**config.mk**
```make
export PLATFORM = sky130hd
export DESIGN_NAME = drdy_timestamp_capture
export DESIGN_NICKNAME = d
export VERILOG_FILES = /design/src/rtl/drdy_pkg.sv /design/src/rtl/drdy_us_tick.sv /design/src/rtl/drdy_timestamp_capture.sv
export SDC_FILE = /design/constraint.sdc
export NUM_CORES = 1
export LEC_CHECK = 0
export BUFFER_PORTS_ARGS = -buffer_cell sky130_fd_sc_hd__clkbuf_2
export CORE_ASPECT_RATIO = 1.2
export CORE_MARGIN = 2
export CORE_UTILIZATION = 64
export CTS_BUF_LIST = sky130_fd_sc_hd__clkbuf_16
export DETAILED_ROUTE_END_ITERATION = 10
export MAX_ROUTING_LAYER = met4
export PLACE_DENSITY = 0.85
export SYNTH_ARGS = -nofsm -noshare
export SYNTH_HDL_FRONTEND = slang
export SYNTH_SLANG_ARGS = --single-unit
export TNS_END_PERCENT = 1
```
**constraint.sdc**
```tcl
create_clock -name CLK -period 11.38 [get_ports CLK]
set_clock_uncertainty 0.1 [all_clocks]
set_input_delay 0.569 -clock CLK [delete_from_list [all_inputs] [get_ports CLK]]
set_output_delay 0.569 -clock CLK [all_outputs]
set_load 0.02 [all_outputs]
```
**src/rtl/drdy_pkg.sv**
```systemverilog
// drdy_pkg -- shared constants for the DRDY timestamp capture block.
// Holds the capture FSM state encoding and the Lost_Cnt saturation limit.
package drdy_pkg;

  localparam logic [1:0] ST_IDLE = 2'd0;
  localparam logic [1:0] ST_RUN  = 2'd1;
  localparam logic [1:0] ST_LOST = 2'd2;

  localparam logic [7:0] LOST_CNT_MAX = 8'd255;

  // Increment that sticks at the saturation value instead of wrapping.
  function automatic logic [7:0] satInc(input logic [7:0] value);
    return (value == LOST_CNT_MAX) ? value : value + 8'd1;
  endfunction

endpackage

```
**src/rtl/drdy_us_tick.sv**
```systemverilog
// drdy_us_tick -- microsecond prescaler and free-running timestamp counter.
// tick is high for one CLK cycle per microsecond; Ts_Cnt advances on each tick
// and wraps naturally at 2^TS_W.
module drdy_us_tick
  import drdy_pkg::*;
#(
  parameter int CLK_FREQ_MHZ = 50,
  parameter int TS_W         = 32
) (
  input  logic            CLK,
  input  logic            RSTn,
  output logic            tick,
  output logic [TS_W-1:0] Ts_Cnt
);

  localparam int PRE_W = (CLK_FREQ_MHZ > 1) ? $clog2(CLK_FREQ_MHZ) : 1;
  localparam logic [PRE_W-1:0] PRE_LAST = PRE_W'(CLK_FREQ_MHZ - 1);

  logic [PRE_W-1:0] preCnt_q, preCnt_d;
  logic [TS_W-1:0]  tsCnt_q, tsCnt_d;

  assign tick   = (preCnt_q == PRE_LAST);
  assign Ts_Cnt = tsCnt_q;

  // Next-state for the prescaler (0..CLK_FREQ_MHZ-1) and the timestamp.
  always_comb begin
    preCnt_d = tick ? '0 : preCnt_q + PRE_W'(1);
    tsCnt_d  = tick ? tsCnt_q + TS_W'(1) : tsCnt_q;
  end

  // Counter registers, cleared only by reset so time keeps running through Clr.
  always_ff @(posedge CLK or negedge RSTn) begin
    if (!RSTn) begin
      preCnt_q <= '0;
      tsCnt_q  <= '0;
    end else begin
      preCnt_q <= preCnt_d;
      tsCnt_q  <= tsCnt_d;
    end
  end

endmodule

```
**src/rtl/drdy_timestamp_capture.sv**
```systemverilog
// drdy_timestamp_capture -- timestamps sensor data-ready edges into a small
// FIFO, watches for missing edges (IDLE/RUN/LOST watchdog FSM) and optionally
// measures the edge-to-edge period.
// Optional feature macro: DRDY_PERIOD_MEAS_EN enables Period_Us/Period_Vld;
// without it both outputs are tied to 0 and no previous-timestamp register exists.
module drdy_timestamp_capture
  import drdy_pkg::*;
#(
  parameter int CLK_FREQ_MHZ = 50,
  parameter int TS_W         = 32,
  parameter int FIFO_DEPTH   = 4,
  parameter int TIMEOUT_US   = 10000
) (
  input  logic            CLK,
  input  logic            RSTn,
  input  logic            Edge_Pulse,
  input  logic            Rd_En,
  input  logic            Clr,
  output logic [TS_W-1:0] Rd_Data,
  output logic            Rd_Valid,
  output logic            Fifo_Empty,
  output logic            Fifo_Full,
  output logic            Overflow,
  output logic            Lost_Sig,
  output logic [7:0]      Lost_Cnt,
  output logic [TS_W-1:0] Period_Us,
  output logic            Period_Vld
);

  localparam int AW   = (FIFO_DEPTH > 1) ? $clog2(FIFO_DEPTH) : 1;
  localparam int WD_W = $clog2(TIMEOUT_US + 1);
  localparam logic [WD_W-1:0] WD_LIMIT = WD_W'(TIMEOUT_US);

  logic            tick;
  logic [TS_W-1:0] tsNow;

  drdy_us_tick #(
    .CLK_FREQ_MHZ(CLK_FREQ_MHZ),
    .TS_W        (TS_W)
  ) u_tick (
    .CLK   (CLK),
    .RSTn  (RSTn),
    .tick  (tick),
    .Ts_Cnt(tsNow)
  );

  // Clr wins over a same-cycle edge or pop, so both are masked here.
  logic edgeEv, rdReq, doRead, doWrite, fifoEmpty, fifoFull;

  logic [TS_W-1:0] mem_q [FIFO_DEPTH];
  logic [AW:0]     wrPtr_q, wrPtr_d, rdPtr_q, rdPtr_d;
  logic [TS_W-1:0] rdData_q, rdData_d;
  logic            rdValid_q, rdValid_d;
  logic            overflow_q, overflow_d;

  logic [1:0]      state_q, state_d;
  logic [WD_W-1:0] wd_q, wd_d;
  logic [7:0]      lostCnt_q, lostCnt_d;
  logic            lostSig_q, lostSig_d;

  assign edgeEv    = Edge_Pulse & ~Clr;
  assign rdReq     = Rd_En & ~Clr;
  assign fifoEmpty = (wrPtr_q == rdPtr_q);
  assign fifoFull  = (wrPtr_q[AW] != rdPtr_q[AW]) && (wrPtr_q[AW-1:0] == rdPtr_q[AW-1:0]);
  assign doRead    = rdReq & ~fifoEmpty;
  assign doWrite   = edgeEv & (~fifoFull | doRead);

  // FIFO pointer, read-data and overflow next-state; a full FIFO still accepts a write when a pop frees a slot.
  always_comb begin
    wrPtr_d    = Clr ? '0 : wrPtr_q + (AW+1)'(doWrite);
    rdPtr_d    = Clr ? '0 : rdPtr_q + (AW+1)'(doRead);
    rdData_d   = doRead ? mem_q[rdPtr_q[AW-1:0]] : rdData_q;
    rdValid_d  = doRead;
    overflow_d = Clr ? 1'b0 : (overflow_q | (edgeEv & fifoFull & ~doRead));
  end

  // Timestamp storage; contents are don't-care until written, so no reset.
  always_ff @(posedge CLK) begin
    if (doWrite) mem_q[wrPtr_q[AW-1:0]] <= tsNow;
  end

  // Watchdog FSM: any edge restarts the watchdog, which only counts microseconds while in RUN.
  always_comb begin
    state_d   = state_q;
    wd_d      = wd_q;
    lostCnt_d = lostCnt_q;
    if (Clr) begin
      state_d   = ST_IDLE;
      wd_d      = '0;
      lostCnt_d = '0;
    end else begin
      case (state_q)
        ST_IDLE: begin
          wd_d = '0;
          if (edgeEv) state_d = ST_RUN;
        end
        ST_RUN: begin
          if (edgeEv) begin
            wd_d = '0;
          end else if (wd_q >= WD_LIMIT) begin
            state_d   = ST_LOST;
            wd_d      = '0;
            lostCnt_d = satInc(lostCnt_q);
          end else if (tick) begin
            wd_d = wd_q + WD_W'(1);
          end
        end
        ST_LOST: begin
          wd_d = '0;
          if (edgeEv) state_d = ST_RUN;
        end
        default: begin
          state_d = ST_IDLE;
          wd_d    = '0;
        end
      endcase
    end
    lostSig_d = (state_d == ST_LOST);
  end

  // Main state registers under asynchronous active-low reset.
  always_ff @(posedge CLK or negedge RSTn) begin
    if (!RSTn) begin
      wrPtr_q    <= '0;
      rdPtr_q    <= '0;
      rdData_q   <= '0;
      rdValid_q  <= 1'b0;
      overflow_q <= 1'b0;
      state_q    <= ST_IDLE;
      wd_q       <= '0;
      lostCnt_q  <= '0;
      lostSig_q  <= 1'b0;
    end else begin
      wrPtr_q    <= wrPtr_d;
      rdPtr_q    <= rdPtr_d;
      rdData_q   <= rdData_d;
      rdValid_q  <= rdValid_d;
      overflow_q <= overflow_d;
      state_q    <= state_d;
      wd_q       <= wd_d;
      lostCnt_q  <= lostCnt_d;
      lostSig_q  <= lostSig_d;
    end
  end

  assign Rd_Data    = rdData_q;
  assign Rd_Valid   = rdValid_q;
  assign Fifo_Empty = fifoEmpty;
  assign Fifo_Full  = fifoFull;
  assign Overflow   = overflow_q;
  assign Lost_Sig   = lostSig_q;
  assign Lost_Cnt   = lostCnt_q;

`ifdef DRDY_PERIOD_MEAS_EN
  logic [TS_W-1:0] tsPrev_q, tsPrev_d, period_q, period_d;
  logic            periodVld_q, periodVld_d;

  // Period is only meaningful between two edges seen back to back in RUN.
  always_comb begin
    tsPrev_d    = edgeEv ? tsNow : tsPrev_q;
    periodVld_d = edgeEv && (state_q == ST_RUN);
    period_d    = periodVld_d ? (tsNow - tsPrev_q) : period_q;
  end

  // Period measurement registers.
  always_ff @(posedge CLK or negedge RSTn) begin
    if (!RSTn) begin
      tsPrev_q    <= '0;
      period_q    <= '0;
      periodVld_q <= 1'b0;
    end else begin
      tsPrev_q    <= tsPrev_d;
      period_q    <= period_d;
      periodVld_q <= periodVld_d;
    end
  end

  assign Period_Us  = period_q;
  assign Period_Vld = periodVld_q;
`else
  assign Period_Us  = '0;
  assign Period_Vld = 1'b0;
`endif

endmodule

```
==> results of run 1 <==
state kept, by name, summed over array words and instances, names as in the netlist:
name and count:
mem_q 128, wd_q 14, u_tick.Ts_Cnt 32, u_tick.preCnt_q 6
Overflow 1, wrPtr_q 3, Lost_Sig 1, state_q 2
Lost_Cnt 8, Rd_Valid 1, rdPtr_q 3, Rd_Data 32
cells in the mapped netlist (all sizes together):
library cell  count
nand3b            1
buf              45
ha               10
mux4             32
nor4              2
or3               2
mux2             33
o31a              1
a31oi             1
edfxtp          128
conb              1
nand3            23
nor2b             5
clkbuf            6
nor4bb            1
nor3b             5
a21oi             5
xnor2            44
a211oi            1
and3              7
mux2i             1
o211ai            1
and4              4
dfrtp           103
and3b             1
o21ai             6
nand4bb           1
nor3             10
nor4b             1
inv               8
nand4            18
nand2            20
xor2             13
nor2             40
stage by stage:
step | cells | hold WS (ps) | cell area [um^2]
2_1_floorplan | 612 | 173 | 9540
3_3_place_gp | 793 | 377 | 9720
3_5_place_dp | 793 | 394 | 9720
4_1_cts | 833 | 196 | 10400
5_1_grt | 833 | 225 | 10400
6_report | 833 | 211 | 10400
worst max-delay path: cells and delay by family (launching register included):
kind / cells / cell delay [ps]
flops: 1 / 450
xor+xnor: 1 / 190
simple gates: 3 / 1000
buf+inv: 1 / 440
worst paths after layout:
check | endpoint | from
max | mem_q[2][25] | wrPtr_q[1]
max in group asynchronous | rdPtr_q[0] | RSTn
max reg2reg | mem_q[2][25] | wrPtr_q[1]
min | Lost_Sig | Edge_Pulse
min in group asynchronous | Rd_Data[19] | RSTn
min reg2reg | u_tick.preCnt_q[0] | u_tick.preCnt_q[0]
cell type report:
cell class	count	area, um^2	area share [%]
sequential	231	6420	61.7
multi-input combinational	322	2740	26.3
clock buffer	23	576	5.53
timing repair buffer	58	318	3.05
tap	175	219	2.10
clock inverter	16	104	0.998
inverter	8	30.0	0.289
layer usage:
metal	track usage (%)	vias to the layer above	share of wire [%]
li1	-	2205	-
met1	26.3	2467	38
met2	38.6	136	55
met3	3.14	25	4.7
met4	6.09	0	1.9
met5	-	-	0
timing repair:
item	4_1_cts	5_1_grt
hold buffers	1	0
endpoints found under the hold margin	26	0
buffers inserted	0	0
cell families after synthesis:
| kind of cell | count (synthesis) |
|---|---|
| fa+ha+maj | 10 |
| mux | 66 |
| xor+xnor | 57 |
| buf+inv | 59 |
| other cells | 1 |
| simple gates | 141 |
| compound gates | 15 |
| flops | 231 |
power by group:
group / switching [mW] / internal (mW) / leakage [nW] / total [mW]
logic: 0.143 / 0.0959 / 1.11 / 0.239
clock network: 0.289 / 0.388 / 0.341 / 0.677
registers: 0.0299 / 0.945 / 2.48 / 0.975
==> summary.md, run 1 <==
| Metric | Value |
|---|---|
| GRT Total Usage | `21.7%` |
| Crit path max fanout | `28` |
| Number of CTS-inserted buffers | `22` |
| Hold WC Path Type | `in -> reg` |
| Clk_lat worst skew | `500 ps` |
| Buffer depth of the longest clock path | `3` |
| Row count | `48` |
| Antenna-violating nets left | `0` |
| Synth cell types | `47` |
| Netlist Area Pre-Place | `9420 um^2` |
| Largest net degree at the start of global routing | `78` |
| Synth Area in Compound Gates | `0.903%` |
| GR Overflow Total | `0` |
| Yosys top cell by area | `edfxtp_1` |
| Area share of and/or/nand/nor cells after synthesis | `8.44%` |
| PostCTS Resize Cnt | `0` |
| Fin. max-slew vios | `0` |
| Final setup margin | `8830 ps` |
| Setup Viol. Count Final | `0` |
| Hold Crit Depth | `2` |
| Lkg Pwr | `3.93 nW` |
| Initial DRC Count | `288` |
| Power Dens Cells | `182 nW/um^2` |
| # port buffers | `49` |
| Number of global-route vias before repair | `5053` |
| Delay of the slowest cell on the worst path | `470 ps` |
| Crit-path slowest cell | `nor3b_1` |
| Xor and xnor area share after synthesis | `5.30%` |
| Synthesis warning total | `0` |
| Routed WL | `15.8 mm` |
| Max cap viols | `0` |
| CP Data Required Time | `11420 ps` |
| Diode count | `0` |
| Sequential area share after synthesis | `68.2%` |
| F_max | `392 MHz` |
| RSZ-0062 raised after global routing | `false` |
| Chip height | `137 um` |
| HPWL Detailed | `9.83 mm` |
| Gpl congestion | `0.794` |
| Layout cell share with drive strength beyond 1 | `25.2%` |
| Worst Reg-to-Reg Cells | `5` |
| Final Hold Fails | `0` |
| Most common cell after layout, fill and taps aside | `edfxtp_1` |
| Drt first pass iters | `5` |
| Starting Density | `65.3%` |
| Critical path launch point type | `register` |
| Final min period | `2550 ps` |
| CP Capture Type | `register` |
| Peak supply drop | `0.136 mV` |
| Worst-Margin Slew | `972 ps` |
| Worst path cell trace | `xnor2_1, nor4bb_1, nor3b_1, and3b_1, buf_4` |
| Synth Area in Adders | `1.33%` |
| Avg Cell Area, Syn | `16.2 um^2` |
| Synth Instances | `580` |
| Setup TNS | `0 ps` |
| Mux cell area share after synthesis | `11.7%` |
| Post-place setup slack | `8710 ps` |
| Crit share post-route | `22.4%` |
| Flops & latches, synth | `231` |
| Setup CP Type | `reg -> reg` |
| Flop2flop setup slack | `8830 ps` |
| Main combinational cell family by area after synthesis | `multiplexers` |
| Commonest cells after routing, fill and taps aside | `128 x edfxtp_1, 102 x dfrtp_1, 48 x clkbuf_2` |
| Core ar. | `14400 um^2` |
| Die X-Extent | `115 um` |
| Fillers | `903` |
| TritonCTS clock tree | `yes` |
| Outcome | `completed` |
| Share of the synthesized area in the top cell type | `40.8%` |
| Drt drc | `0` |
| Final Util | `72.2%` |
| Area grow syn2layout | `10.5%` |
| First-pass GRT wire length | `25.6 mm` |
| CTS H-tree depth | `1` |
| Clk sinks | `231` |
| DR vias/cell | `5.80` |
| # IOs | `83` |
| Worst-path clk slew | `60 ps` |
| Final nets | `658` |
| Top cells by area, synth | `edfxtp_1 41%, dfrtp_1 27%, mux4_2 7.7%` |
| Slew margin rel. | `35.2%` |
| Initial antenna violation count | `0` |
| Die area | `15700 um^2` |
| WP data arrival | `2590 ps` |
| Root buffer cell | `clkbuf_16` |
| Vias | `4833` |
| Overall Power | `1.89 mW` |
| WL/cell | `19.0 um` |
Power figures use the tool's default switching activity.
==> run 2, diff against run 1 <==
CORE_UTILIZATION = 53   (was 64)
PLACE_DENSITY = 0.75   (was 0.85)
clock period = 2.2 ns   (was 11.38 ns; I/O delays follow)
==> run 2 against run 1 <==
Compared with the run above: via count is 0.56% lower; critical path depth did not move; maximum frequency is 23% higher; critical endpoint is now mem_q[0][21]; largest power group unchanged; highest routed layer unchanged.
==> summary.md, run 2 (synthesized netlist as in run 1, its figures left out) <==
| Metric | Value |
|---|---|
| Outcome | `completed (unchanged)` |
| Comb pwr share | `13.2% (was 12.6%)` |
| Clk pwr share | `34.9% (was 35.8%)` |
| Post-place setup slack | `30.8 ps (was 8710 ps)` |
| Crit path max fanout | `32 (was 28)` |
| Crit share post-route | `94.5% (was 22.4%)` |
| Row count | `53 (was 48)` |
| RSZ-0062 raised after global routing | `false (unchanged)` |
| Fin. max-slew vios | `0 (unchanged)` |
| GRT Total Usage | `17.2% (was 21.7%)` |
| Hold WC Path Type | `in -> async (was in -> reg)` |
| Post-CTS setup buffer count | `0 (unchanged)` |
| Setup CP Type | `reg -> reg (unchanged)` |
| CP Capture Type | `register (unchanged)` |
| Number of CTS-inserted buffers | `23 (was 22)` |
| GR Overflow Total | `0 (unchanged)` |
| Clk_lat worst skew | `490 ps (was 500 ps)` |
| CP Data Required Time | `2270 ps (was 11420 ps)` |
| Gpl congestion | `0.816 (was 0.794)` |
| Antenna-violating nets left | `0 (unchanged)` |
| Max cap viols | `0 (unchanged)` |
| # IOs | `83 (unchanged)` |
| Chip height | `150 um (was 137 um)` |
| Internal Pwr Total | `7.30 mW (was 1.43 mW)` |
| TritonCTS clock tree | `yes (unchanged)` |
| Root buffer cell | `clkbuf_16 (unchanged)` |
| CTS H-tree depth | `1 (unchanged)` |
| Die area | `18900 um^2 (was 15700 um^2)` |
| Number of global-route vias before repair | `4935 (was 5053)` |
| Drt first pass iters | `5 (unchanged)` |
| Die X-Extent | `126 um (was 115 um)` |
| Initial DRC Count | `337 (was 288)` |
| Diode count | `0 (unchanged)` |
| HPWL Detailed | `9.71 mm (was 9.83 mm)` |
| Routed WL | `15.4 mm (was 15.8 mm)` |
| Sequential share of power | `51.9% (was 51.6%)` |
| Clk sinks | `231 (unchanged)` |
| WL/cell | `17.3 um (was 19.0 um)` |
| Commonest cells after routing, fill and taps aside | `128 x edfxtp_1, 102 x dfrtp_1, 48 x clkbuf_2 (unchanged)` |
| Core ar. | `17400 um^2 (was 14400 um^2)` |
| Final Hold Slack | `55.2 ps (was 211 ps)` |
| Final nets | `672 (was 658)` |
| DR vias/cell | `5.39 (was 5.80)` |
| Sw frac | `24.8% (was 24.4%)` |
| WP data arrival | `2150 ps (was 2590 ps)` |
| Fillers | `1261 (was 903)` |
| Most common cell after layout, fill and taps aside | `edfxtp_1 (unchanged)` |
| Largest net degree at the start of global routing | `47 (was 78)` |
| Power Dens Cells | `910 nW/um^2 (was 182 nW/um^2)` |
| Final Hold Fails | `0 (unchanged)` |
| Lkg Pwr | `4.05 nW (was 3.93 nW)` |
| Layout cell share with drive strength beyond 1 | `26.5% (was 25.2%)` |
| F_max | `481 MHz (was 392 MHz)` |
| Initial antenna violation count | `0 (unchanged)` |
| Starting Density | `54.0% (was 65.3%)` |
| Final min period | `2080 ps (was 2550 ps)` |
| Final setup margin | `120 ps (was 8830 ps)` |
| Sw Pwr | `2.41 mW (was 462 uW)` |
| Peak supply drop | `0.528 mV (was 0.136 mV)` |
| Area grow syn2layout | `13.3% (was 10.5%)` |
| Slew margin rel. | `63.8% (was 35.2%)` |
| # port buffers | `49 (unchanged)` |
| Vias | `4806 (was 4833)` |
| Setup Viol. Count Final | `0 (unchanged)` |
| Worst-path clk slew | `60 ps (about the same)` |
| Worst-Margin Slew | `543 ps (was 972 ps)` |
| Drt drc | `0 (unchanged)` |
| Buffer depth of the longest clock path | `3 (unchanged)` |
| Critical path launch point type | `register (unchanged)` |
| First-pass GRT wire length | `25.2 mm (was 25.6 mm)` |
| Max reg flops | `128 (unchanged)` |
## run 2: power groups by stage
stage	clock network (mW)	registers [mW]	logic, mW
6_report	3.39	5.04	1.28
5_1_grt	3.65	5.08	1.36
4_1_cts	3.47	5.05	1.30
3_5_place_dp	0	5.14	1.29
3_3_place_gp	0	5.11	1.27
2_1_floorplan	0	5.48	0.520
## run 2: cell type report
| type | count | area (um^2) | share of cell area, % |
|---|---|---|---|
| Clock buffer | 23 | 576 | 5.39 |
| Clock inverter | 17 | 77.6 | 0.727 |
| Inverter | 8 | 30.0 | 0.281 |
| Multi-Input combinational cell | 322 | 2780 | 26.0 |
| Sequential cell | 231 | 6420 | 60.2 |
| Tap cell | 220 | 275 | 2.58 |
| Timing Repair Buffer | 71 | 510 | 4.78 |
## run 2: per-layer routing
metal / share of wire, % / up-vias / global-route usage (%)
li1: - / 2235 / -
met3: 4.4 / 23 / 2.54
met2: 53 / 101 / 29.9
met1: 41 / 2447 / 21.3
met4: 1.5 / 0 / 4.61
met5: 0 / - / -
## run 2: through the flow
stage / power (mW) / cell area [um^2] / cells / setup TNS (ps) / util (%)
after floorplan: 6.00 / 9560 / 612 / -34880 / -
after global placement: 6.38 / 9950 / 848 / 0 / 57.0
after detailed placement: 6.43 / 9950 / 848 / 0 / 57.0
after CTS: 9.82 / 10600 / 892 / 0 / 61.0
after global routing: 10.1 / 10700 / 892 / 0 / 61.2
final: 9.71 / 10700 / 892 / 0 / 61.2
## run 2: worst paths after layout
check                                     end  slack [ps]  cells after the start          startpoint
setup / recovery                 mem_q[0][21]         120                      5          wrPtr_q[2]
hold / removal                    Rd_Data[15]          60                      2                RSTn
setup reg to reg                 mem_q[0][21]         120                      5          wrPtr_q[2]
hold reg to reg            u_tick.preCnt_q[0]         390                      1  u_tick.preCnt_q[0]
max in group asynchronous   u_tick.Ts_Cnt[19]        1240                      3                RSTn
min in group CLK                   state_q[1]         320                      3          Edge_Pulse
## run 2: what timing repair did
item | 4_1_cts | 5_1_grt
setup endpoints to repair | 0 | 130
hold buffers | 4 | 0
endpoints found under the hold margin | 91 | 0
resized for setup | 0 | 4
## run 2: critical path, stage by stage, from the launching register on
cell and delay [ps]:
dfrtp_1 420, xnor2_2 290, nor4bb_4 90, nor3b_2 310
nor3b_4 280, buf_12 250
